[config.mk]
export PLATFORM = sky130hd
export DESIGN_NAME = seq_div_16
export DESIGN_NICKNAME = d
export VERILOG_FILES = /design/src/rtl/seq_div_16.sv
export SDC_FILE = /design/constraint.sdc
export NUM_CORES = 1
export LEC_CHECK = 0
export CORE_AREA = 2 2 109 111
export DETAILED_ROUTE_END_ITERATION = 8
export DIE_AREA = 0 0 111 113
export PLACE_DENSITY = 0.88
export SYNTH_ARGS = -nofsm -noshare
export SYNTH_HDL_FRONTEND = slang
export SYNTH_SLANG_ARGS = --single-unit
[constraint.sdc]
create_clock -name clk -period 3.1 [get_ports clk]
set_clock_uncertainty 0.05 [all_clocks]
set_input_delay 0.31 -clock clk [delete_from_list [all_inputs] [get_ports clk]]
set_output_delay 0.31 -clock clk [all_outputs]
set_load 0.02 [all_outputs]
[src/rtl/seq_div_16.sv]
// Multi-cycle signed restoring divider with a start/done handshake.
// Truncates toward zero; the remainder carries the dividend's sign.
module seq_div_16 #(
    parameter int unsigned WIDTH = 16
) (
    input  logic             clk,
    input  logic             reset,
    input  logic             start,
    input  logic [WIDTH-1:0] A,
    input  logic [WIDTH-1:0] B,
    output logic [WIDTH-1:0] quotient,
    output logic [WIDTH-1:0] remainder,
    output logic             busy,
    output logic             done
);

    localparam int unsigned CNT_W = (WIDTH > 2) ? $clog2(WIDTH) : 1;

    typedef enum logic [1:0] {
        S_IDLE,
        S_CALC,
        S_FIX,
        S_DONE
    } state_t;

    state_t           state;
    logic [CNT_W-1:0] cnt;
    logic [WIDTH-1:0] a_reg;
    logic [WIDTH-1:0] dvd;
    logic [WIDTH-1:0] rem;
    logic [WIDTH:0]   dsr;
    logic             sign_q;
    logic             sign_r;
    logic             div0;

    logic [WIDTH-1:0] a_abs;
    logic [WIDTH-1:0] b_abs;
    logic [WIDTH:0]   shifted;
    logic [WIDTH:0]   diff;
    logic             fits;

    // Two's complement magnitude; -2^(W-1) maps to 2^(W-1) as an unsigned value.
    assign a_abs   = A[WIDTH-1] ? -A : A;
    assign b_abs   = B[WIDTH-1] ? -B : B;

    // One restoring step: bring down the next dividend bit and trial-subtract.
    assign shifted = {rem, dvd[WIDTH-1]};
    assign diff    = shifted - dsr;
    assign fits    = (shifted >= dsr);

    always_ff @(posedge clk) begin
        if (reset) begin
            state     <= S_IDLE;
            cnt       <= '0;
            a_reg     <= '0;
            dvd       <= '0;
            rem       <= '0;
            dsr       <= '0;
            sign_q    <= 1'b0;
            sign_r    <= 1'b0;
            div0      <= 1'b0;
            quotient  <= '0;
            remainder <= '0;
            busy      <= 1'b0;
            done      <= 1'b0;
        end else begin
            case (state)
                S_IDLE: begin
                    done <= 1'b0;
                    if (start) begin
                        a_reg  <= A;
                        dvd    <= a_abs;
                        rem    <= '0;
                        dsr    <= {1'b0, b_abs};
                        sign_q <= A[WIDTH-1] ^ B[WIDTH-1];
                        sign_r <= A[WIDTH-1];
                        div0   <= (B == '0);
                        cnt    <= '0;
                        busy   <= 1'b1;
                        state  <= S_CALC;
                    end
                end
                S_CALC: begin
                    // Both branches stay below 2^(W-1), so W bits hold the partial remainder.
                    rem <= fits ? WIDTH'(diff) : WIDTH'(shifted);
                    dvd <= {dvd[WIDTH-2:0], fits};
                    cnt <= cnt + CNT_W'(1);
                    if (cnt == CNT_W'(WIDTH - 1)) begin
                        state <= S_FIX;
                    end
                end
                S_FIX: begin
                    if (div0) begin
                        quotient  <= '1;
                        remainder <= a_reg;
                    end else begin
                        quotient  <= sign_q ? -dvd : dvd;
                        remainder <= sign_r ? -rem : rem;
                    end
                    done  <= 1'b1;
                    state <= S_DONE;
                end
                S_DONE: begin
                    done  <= 1'b0;
                    busy  <= 1'b0;
                    state <= S_IDLE;
                end
                default: begin
                    state <= S_IDLE;
                end
            endcase
        end
    end

endmodule
==> After elaboration in Yosys (flattened, before gate mapping) <==
Cells that the tools add are included.
{ "op_classes": {"eq_ne": 6, "addsub": 6, "mux": 19, "bitwise": 1, "n_reduce_logical": 10, "magnitude_cmp": 1} }
{ "ops": {"columns": ["op", "n"], "rows": [
  ["$mux 16", 9],
  ["$neg 16->16", 4],
  ["$pmux 16 s2", 2],
  ["$ge 17x16->1", 1],
  ["$logic_not 16->1", 1],
  ["$sub 16x16->16", 1],
  ["$pmux 2 s4", 1],
  ["$pmux 4 s2", 1],
  ["$reduce_and 2->1", 4],
  ["$reduce_bool 2->1", 3],
  ["$add 4x1->4 const B", 1],
  ["$eq 2x2->1 const B", 2],
  ["$eq 4x4->1 const B", 1],
  ["$mux 2", 2],
  ["$mux 4", 1],
  ["$ne 2x2->1 const B", 2],
  ["$pmux 1 s2", 2],
  ["$eq 2x1->1 const B", 1],
  ["$logic_not 2->1", 1],
  ["$reduce_or 2->1", 1],
  ["$mux 1", 1],
  ["$xor 1x1->1", 1]
]} }
{ "word_totals": {"register_bits": 107, "inputBits": 35, "wordCells": 56, "out_inout_bits": 34} }

==> Depth between registers and ports, before layout <==
Gate-level depths: netlist (run 1).
{ "logic_depth": {"ltp_word": 4, "mapped_depth": 11, "depth_no_buf": 10} }

==> Worst setup path before layout (run 1) <==
Ideal clock, no wire load.
{ "synth_path": {"path_type": "register to register", "start": "register rem[13]", "end": "register rem[6]", "stages_incl_launch_ff": 9, "period_less_slack_ns": 2.291, "arrival_time_ns": 2.123, "setup_time_ns": 0.117, "n_path_buf": 1, "slack_ns": 0.809, "t_required_ns": 2.933, "cell_sequence": "dfxtp_1 ha_1 clkbuf_1 a21oi_1 nor2b_1 nor4_1 nand2_1 or3_1 a32o_1"} }
{ "synth_via": {"elab_chain_len": 3} }
{ "synth_lines": {"columns": ["item", "line_no", "text"], "rows": [
  ["start, declared", "30", "logic [WIDTH-1:0] rem;"],
  ["start signal, assigned", "85", "rem <= fits ? WIDTH'(diff) : WIDTH'(shifted);"],
  ["$ge 17x16->1", "49", "assign fits = (shifted >= dsr);"],
  ["$mux 16", "85", null],
  ["$pmux 16 s2", "67", "case (state)"]
]} }
No other way between the ends.
A chain may end at the register's enable or synchronous reset.

==> Final worst setup path (run 1) <==
{ "layout_path": {"start": "input A[0]", "end": "register dvd[10]"} }
{ "layout_via": {"elab_chain_len": 4} }
{ "layout_lines": {"columns": ["item", "line_no", "text"], "rows": [
  ["start, declared", "9", "input logic [WIDTH-1:0] A,"],
  ["$neg 16->16", "43", "assign a_abs = A[WIDTH-1] ? -A : A;"],
  ["$mux 16", "43", null],
  ["$mux 16", "70", "if (start) begin"],
  ["$pmux 16 s2", "67", null],
  ["end signal, assigned", "72", "dvd <= a_abs;"],
  ["end signal, assigned", "86", "dvd <= {dvd[WIDTH-2:0], fits};"],
  ["end, declared", "29", "logic [WIDTH-1:0] dvd;"]
]} }
No other way between the ends. The select of a mux whose other input is x is not followed.

==> results of run 1 <==
[metrics by stage]
stage	power (W)	setup slack (ns)
2_1_floorplan	0.005480	0.8092
3_3_place_gp	0.006500	0.3189
3_5_place_dp	0.006591	0.2766
4_1_cts	0.007756	0.4831
5_1_grt	0.008399	0.2401
6_report	0.007814	0.4766
[cells by family (layout without fill, tap and decap cells)]
group	after synthesis	count (layout)
AO/OA/AOI/OAI	213	213
XOR/XNOR	63	63
adder cells (fa/ha/maj)	27	27
buffers and inverters	83	129
flip-flops	106	106
multiplexers	13	13
AND/OR/NAND/NOR	313	313
[area by class of cell]
cell class	count	share of cell area (%)
multi-input combinational	629	52.63
sequential	106	28.82
timing repair buffer	80	10.40
inverter	33	1.682
tap	143	2.430
clock inverter	4	0.6967
clock buffer	12	3.347
[metal layers]
metal  vias up  wire, um  track usage [%]
li1       2992         -                -
met1      2807      7096            33.78
met2       232      7307            42.66
met3        48       883            2.732
met4         0       554            11.92
met5         -         0                0
[layout by cell type, fill, tap and decap left out, drive strengths merged, types with 20 or more instances in the layout]
cell type,count
o211ai,20
ha,26
inv,33
a211oi,28
nand2,123
xor2,26
clkdlybuf4s50,67
nor2,89
xnor2,37
a21oi,44
o21ai,43
nand3,29
dfxtp,106
[worst max-delay path, delay by kind of cell]
family          cells  cell delay, ns
buf+inv             2            0.56
xor+xnor            1            0.20
simple gates        3            1.02
compound gates      2            0.58
fa+ha+maj           1            0.17
[worst paths after layout]
path / startpoint / depth (start not counted) / slack [ns] / to
worst max-delay path: A[0] / 9 / 0.48 / dvd[10]
worst max register to register: rem[13] / 7 / 0.48 / rem[9]
worst min register to register: a_reg[12] / 2 / 0.41 / a_reg[12]
worst min-delay path: reset / 2 / 0.40 / cnt[2]
[power groups by stage]
| stage | sequential [W] | clock [W] | combinational [W] |
|---|---|---|---|
| final | 0.00215 | 0.00115 | 0.00452 |
| after global routing | 0.00221 | 0.00121 | 0.00498 |
| after CTS | 0.00213 | 0.00116 | 0.00446 |
| after detailed placement | 0.00216 | 0 | 0.00443 |
| after global placement | 0.00215 | 0 | 0.00435 |
| after floorplan | 0.00220 | 0 | 0.00328 |
==> summary.md, run 1 <==
| Metric | Value |
|---|---|
| Status | complete, no violations |
| First-pass GRT wire length | 26740 um |
| Post-synthesis mux area share | 2.044% |
| Final min period | 2.623 ns |
| Crit Path Max Fanout | 5 |
| Final cell count without fillers | just over 1000 |
| CP max stage cell | or3b_2 |
| FF+latch count, synth | between 100 and 150 |
| Filler Cell Count | around 940 |
| Final Cell Area | 7363 um^2 |
| Worst-Margin Slew | 0.9813 ns |
| Hold Worst Slack | about 0.40 ns |
| Synth cell types | 60 |
| Top cells by count, synth | nand2_1, dfxtp_1, nor2_1 |
| Initial antenna violation count | 0 |
| Initial Utilization | 56.49% |
| Placement Cell Area | 7066 um^2 |
| Htree depth | 3 |
| Area of the multi-input gates | 3875 um^2 |
| Post-DR vias/cell | between 6 and 7 |
| Worst setup EP type | flop |
| Top cell type by total area after synthesis | dfxtp_1 |
| DIE HEIGHT | 113 um |
| DRC | 0 |
| Number of global-route vias before repair | 5659 |
| Peak VDD IR | 0.5822 mV |
| Hold-fix buffers, CTS | 0 |
| Compound-cell area share of the yosys netlist | 22.28% |
| Pleak | about 2.7 nW |
| Setup-violating endpoint count in the final report | 0 |
| Pint | 0.004230 W |
| Synth Net Count | 880 |
| Most frequent cell after synthesis | nand2_1 |
| Post-Place Cells | 991 |
| Worst-path clk slew | 0.07 ns |
| Seq pwr share | 27.5% |
| Fraction of registers with async set/reset | 0% |
| Clk sink count | 106 |
| Layout net count | 921 |
| Critical Path AT | 2.85 ns |
| Number of top-level pins | 69 |
| Post-Route WL | about 16000 um |
| Period utilization | 84.63% |
| Simple-Gate Fraction of Synth Area | between 20 and 25% |
| DR WL/cell | between 15 and 20 um |
| Total number of vias | 6079 |
| Syn. warnings | 0 |
| Full die area | 12540 um^2 |
| Relative slew slack | 34.34% |
| Peak Freq | 381.2 MHz |
| Hold Fails Final Rpt | 0 |
| Grt ovf | 0 |
| Slew Viols, Final | 0 |
| CP startpoint kind | primary input |
| Yosys top cell area share | 33.33% |
| Sequential cell area fraction in the yosys report | 33.33% |
| Max Cap Viol | 0 |
| Final setup TNS | 0 ns |
| Unrepaired setup endpoints after global routing | false |
| Main combinational cell family by area after synthesis | simple AND/OR/NAND/NOR gates |
| Largest net degree at the start of global routing | 55 |
| Layout cell share with drive strength beyond 1 | 4.630% |
| Drt initial violations | roughly 510 |
| Post-CTS setup buffers | 0 |
| DP HPWL | 11670 um |
| Core area | around 11000 um^2 |
| Ant. Diodes | 0 |
| Register Area | 2122 um^2 |
| Synthesized cell area | roughly 6400 um^2 |
| Switching power | 0.003584 W |
| Fin util | 65.32% |
| CTS tree | yes |
| Post-synthesis average cell area | between 7 and 8 um^2 |
| Top cells by area, synth | dfxtp_1, nand2_1, nor2_1, ha_1, xnor2_1 |
| Hold Crit Class | primary input to flop |
| TritonCTS Buffers | 9 |
| Clock Latency Late Sink | roughly 0.35 ns |
| Synth Flop Type | dfxtp_1 |
| Syn-to-layout area delta | 15.64% |
| Root Buffer | clkbuf_16 |
| XOR/XNOR Fraction of Synth Area | 8.666% |
| Antenna Nets Post-Route | 0 |
| Clk pwr share | 14.7% |
| Required time of the critical path | 3.32 ns |
| RePlAce Congestion | 0.9550 |
| EDFF count, synth | 0 |
| Adder-Cell Fraction of Synth Area | 5.423% |
| Port Buf Inserts | 68 |
| Sw Ratio | 45.87% |
| Pwr/cell area | 1061 nW/um^2 |
| Detailed Routing Iterations Pass 1 | 5 |
| Critical Path, Cell by Cell | clkdlybuf4s50_1, inv_1, ha_1, or3b_2, or4_4, o41ai_1, xnor2_1, nand2_1, a31oi_1 |
| CP max stage delay | 0.48 ns |
| Post-CTS Resized | 0 |
| Worst setup path class | primary input to flop |
| Die X | about 110 um |
| Gr usage total | 25.64% |
| Rows | 39 |
| Mapped Cells | 818 |
| Comb pwr share | 57.9% |
| Clk buf depth | 2 |
Note: power is estimated with default switching activity, not from simulation.
==> run 2, diff against run 1 <==
==> config.mk (replaced) <==
export PLATFORM = sky130hd
export DESIGN_NAME = seq_div_16
export DESIGN_NICKNAME = d
export VERILOG_FILES = /design/src/rtl/seq_div_16.sv
export SDC_FILE = /design/constraint.sdc
export NUM_CORES = 1
export LEC_CHECK = 0
export CORE_AREA = 2 2 114 116
export DETAILED_ROUTE_END_ITERATION = 8
export DIE_AREA = 0 0 116 118
export PLACE_DENSITY = 0.85
export SYNTH_ARGS = -nofsm -noshare
export SYNTH_HDL_FRONTEND = slang
export SYNTH_SLANG_ARGS = --single-unit
==> constraint.sdc (replaced) <==
create_clock -name clk -period 2.1 [get_ports clk]
set_clock_uncertainty 0.05 [all_clocks]
set_input_delay 0.21 -clock clk [delete_from_list [all_inputs] [get_ports clk]]
set_output_delay 0.21 -clock clk [all_outputs]
set_load 0.02 [all_outputs]
==> run 2 against run 1 <==
Net effect: the run now ends with setup timing left; clock power increased by 45%; sequential cell count is the same; combinational power grew to 2.6 times the previous value; wire length up 49%; first-iteration DRC count grew 120%; clock-buffer cell count fell by 2; core utilization is 9.7 points higher; register-to-register slack got worse by 0.69 ns; worst setup slack lost 0.69 ns; global-route usage is 5.0 points higher; design area increased by 26%.
==> summary.md, run 2 (synthesis results as in run 1) <==
| Metric | Value |
|---|---|
| Clock Latency Late Sink | 0.36 ns |
| Slew Viols, Final | 0 |
| Fin util | between 70% and 80% |
| Status | finished, violations left |
| Hold Crit Class | primary input to flop |
| CP max stage delay | 0.58 ns |
| Post-DR vias/cell | 6.372 |
| Worst R2R Setup Slack | -0.22 ns |
| Setup-violating endpoint count in the final report | 27 |
| Grt ovf | 0 |
| Pleak | 3.607 nW |
| Pwr/cell area | 1790 nW/um^2 |
| First-pass GRT wire length | 33930 um |
| Clk pwr share | 10.0% |
| FF-to-FF path depth | 6 |
| Period utilization | 110.4% |
| Full die area | 13690 um^2 |
| Hold path start | reset |
| Worst setup EP type | flop |
| Post-layout worst setup margin | -0.2179 ns |
| Detailed Routing Iterations Pass 1 | 6 |
| CP max stage cell | or4_1 |
| Unrepaired setup endpoints after global routing | true |
| DP HPWL | 13560 um |
| Htree depth | 3 |
| CTS tree | yes |
| Peak Freq | roughly 430 MHz |
| Crit. Startpoint | dvd[0] |
| Hold Fails Final Rpt | 0 |
| Critical Path, Cell by Cell | or4_1, or4_4, o41ai_2, xnor2_1, nor2_1, a211oi_1 |
| Number of top-level pins | 69 |
| Drt initial violations | between 1000 and 1500 |
| Largest net degree at the start of global routing | 49 |
| R2R Path End | quotient[15] |
| Clk sink count | roughly 110 |
| Port Buf Inserts | 68 |
| Root Buffer | clkbuf_16 |
| Pre-CTS WS | -0.5620 ns |
| TritonCTS Buffers | 9 |
| Switching power | approximately 0.0078 W |
| Initial antenna violation count | 0 |
| Worst r2r src | dvd[0] |
| CP startpoint kind | flop |
| Most frequent cells in the layout | buf_4, nand2_1, nor2_1 |
| Die X | 116 um |
| Initial Utilization | 51.29% |
| Worst-Margin Slew | ~0.87 ns |
| Hold-fix buffers, CTS | 0 |
| Sw Ratio | 46.76% |
| Relative slew slack | 41.69% |
| DRC | 0 |
| Required time of the critical path | roughly 2.3 ns |
| Pint | around 0.0089 W |
| Gr usage total | 30.61% |
| Syn-to-layout area delta | 46.20% |
| Core area | roughly 12000 um^2 |
| Antenna Nets Post-Route | 0 |
| Seq pwr share | 19.2% |
| DIE HEIGHT | 118 um |
| DR WL/cell | 20.01 um |
| Comb pwr share | ~71% |
| Rows | 41 |
| Crit Path Max Fanout | 5 |
| Total number of vias | 7506 |
| Violated checks | setup timing |
| RePlAce Congestion | 0.9606 |
| Clk buf depth | 2 |
| Critical Path AT | 2.55 ns |
| Ant. Diodes | 0 |
| CP Capture Point | quotient[15] |
| Final min period | between 2 and 2.5 ns |
| Peak VDD IR | 0.9964 mV |
| Worst setup path class | flop to flop |
| Number of global-route vias before repair | 6928 |
| Layout cell share with drive strength beyond 1 | 30.62% |
| Layout net count | about 1100 |
| Commonest non-fill, non-tap cell in the layout | buf_4 |
| Worst-path clk slew | 0.08 ns |
| Max Cap Viol | 0 |
| Post-Route WL | 23580 um |
==> run 2: final cells by class <==
class,count,area (um^2)
Clock buffer,10,229.0
Clock inverter,6,50.05
Fill cell,763,3105
Inverter,33,128.9
Multi-Input combinational cell,629,4607
Sequential cell,106,2165
Tap cell,172,215.2
Timing Repair Buffer,222,1914
==> run 2: how the worst min path moves through the flow <==
stage                end  depth (start not counted)
4_1_cts           dvd[1]                          2
3_3_place_gp   a_reg[12]                          2
6_report          dvd[1]                          2
5_1_grt           dvd[1]                          2
3_5_place_dp   a_reg[10]                          2
2_1_floorplan   a_reg[0]                          2
==> run 2: per-stage QoR <==
| step | setup TNS (ns) | total power (W) | hold slack, ns | instances | cell area, um^2 |
|---|---|---|---|---|---|
| after floorplan | -0.02406 | 0.008185 | 0.2960 | 818 | 6410 |
| after global placement | -5.826 | 0.01109 | 0.3947 | 1143 | 8088 |
| after detailed placement | -8.748 | 0.01136 | 0.3996 | 1143 | 8088 |
| after CTS | -0.6643 | 0.01434 | 0.05922 | 1166 | 8886 |
| after global routing | -4.964 | 0.01733 | 0.1359 | 1178 | 9309 |
| final | -3.222 | 0.01666 | 0.1094 | 1178 | 9309 |
==> run 2: routing by layer <==
metal | routed length, um | part of all wire (%) | global-route usage [%]
met2 | 10810 | 46 | 50.15
met3 | 2564 | 11 | 5.819
met4 | 1452 | 6.2 | 14.36
met5 | 0 | 0 | 0
met1 | 8748 | 37 | 38.42
==> run 2: critical path, delay by kind of cell, from the launching register on <==
family,cells,cell delay [ns]
XOR/XNOR,1,0.16
flip-flops,1,0.38
AND/OR/NAND/NOR,3,1.13
AO/OA/AOI/OAI,2,0.52
==> run 2: power groups by stage <==
stage               Sequential, W  Clock, W  Combinational [W]
global route              0.00324   0.00174             0.0124
finish                    0.00321   0.00167             0.0118
floorplan                 0.00325         0            0.00494
detailed placement        0.00307         0            0.00829
global placement          0.00304         0            0.00805
CTS                       0.00310   0.00164            0.00960
==> run 2: timing repair <==
action                                  in CTS  in global routing
endpoints found under the setup margin      38                 43
gates resized for setup                     99                 92
pin swaps                                   24                 59
setup buffers                                7                 12
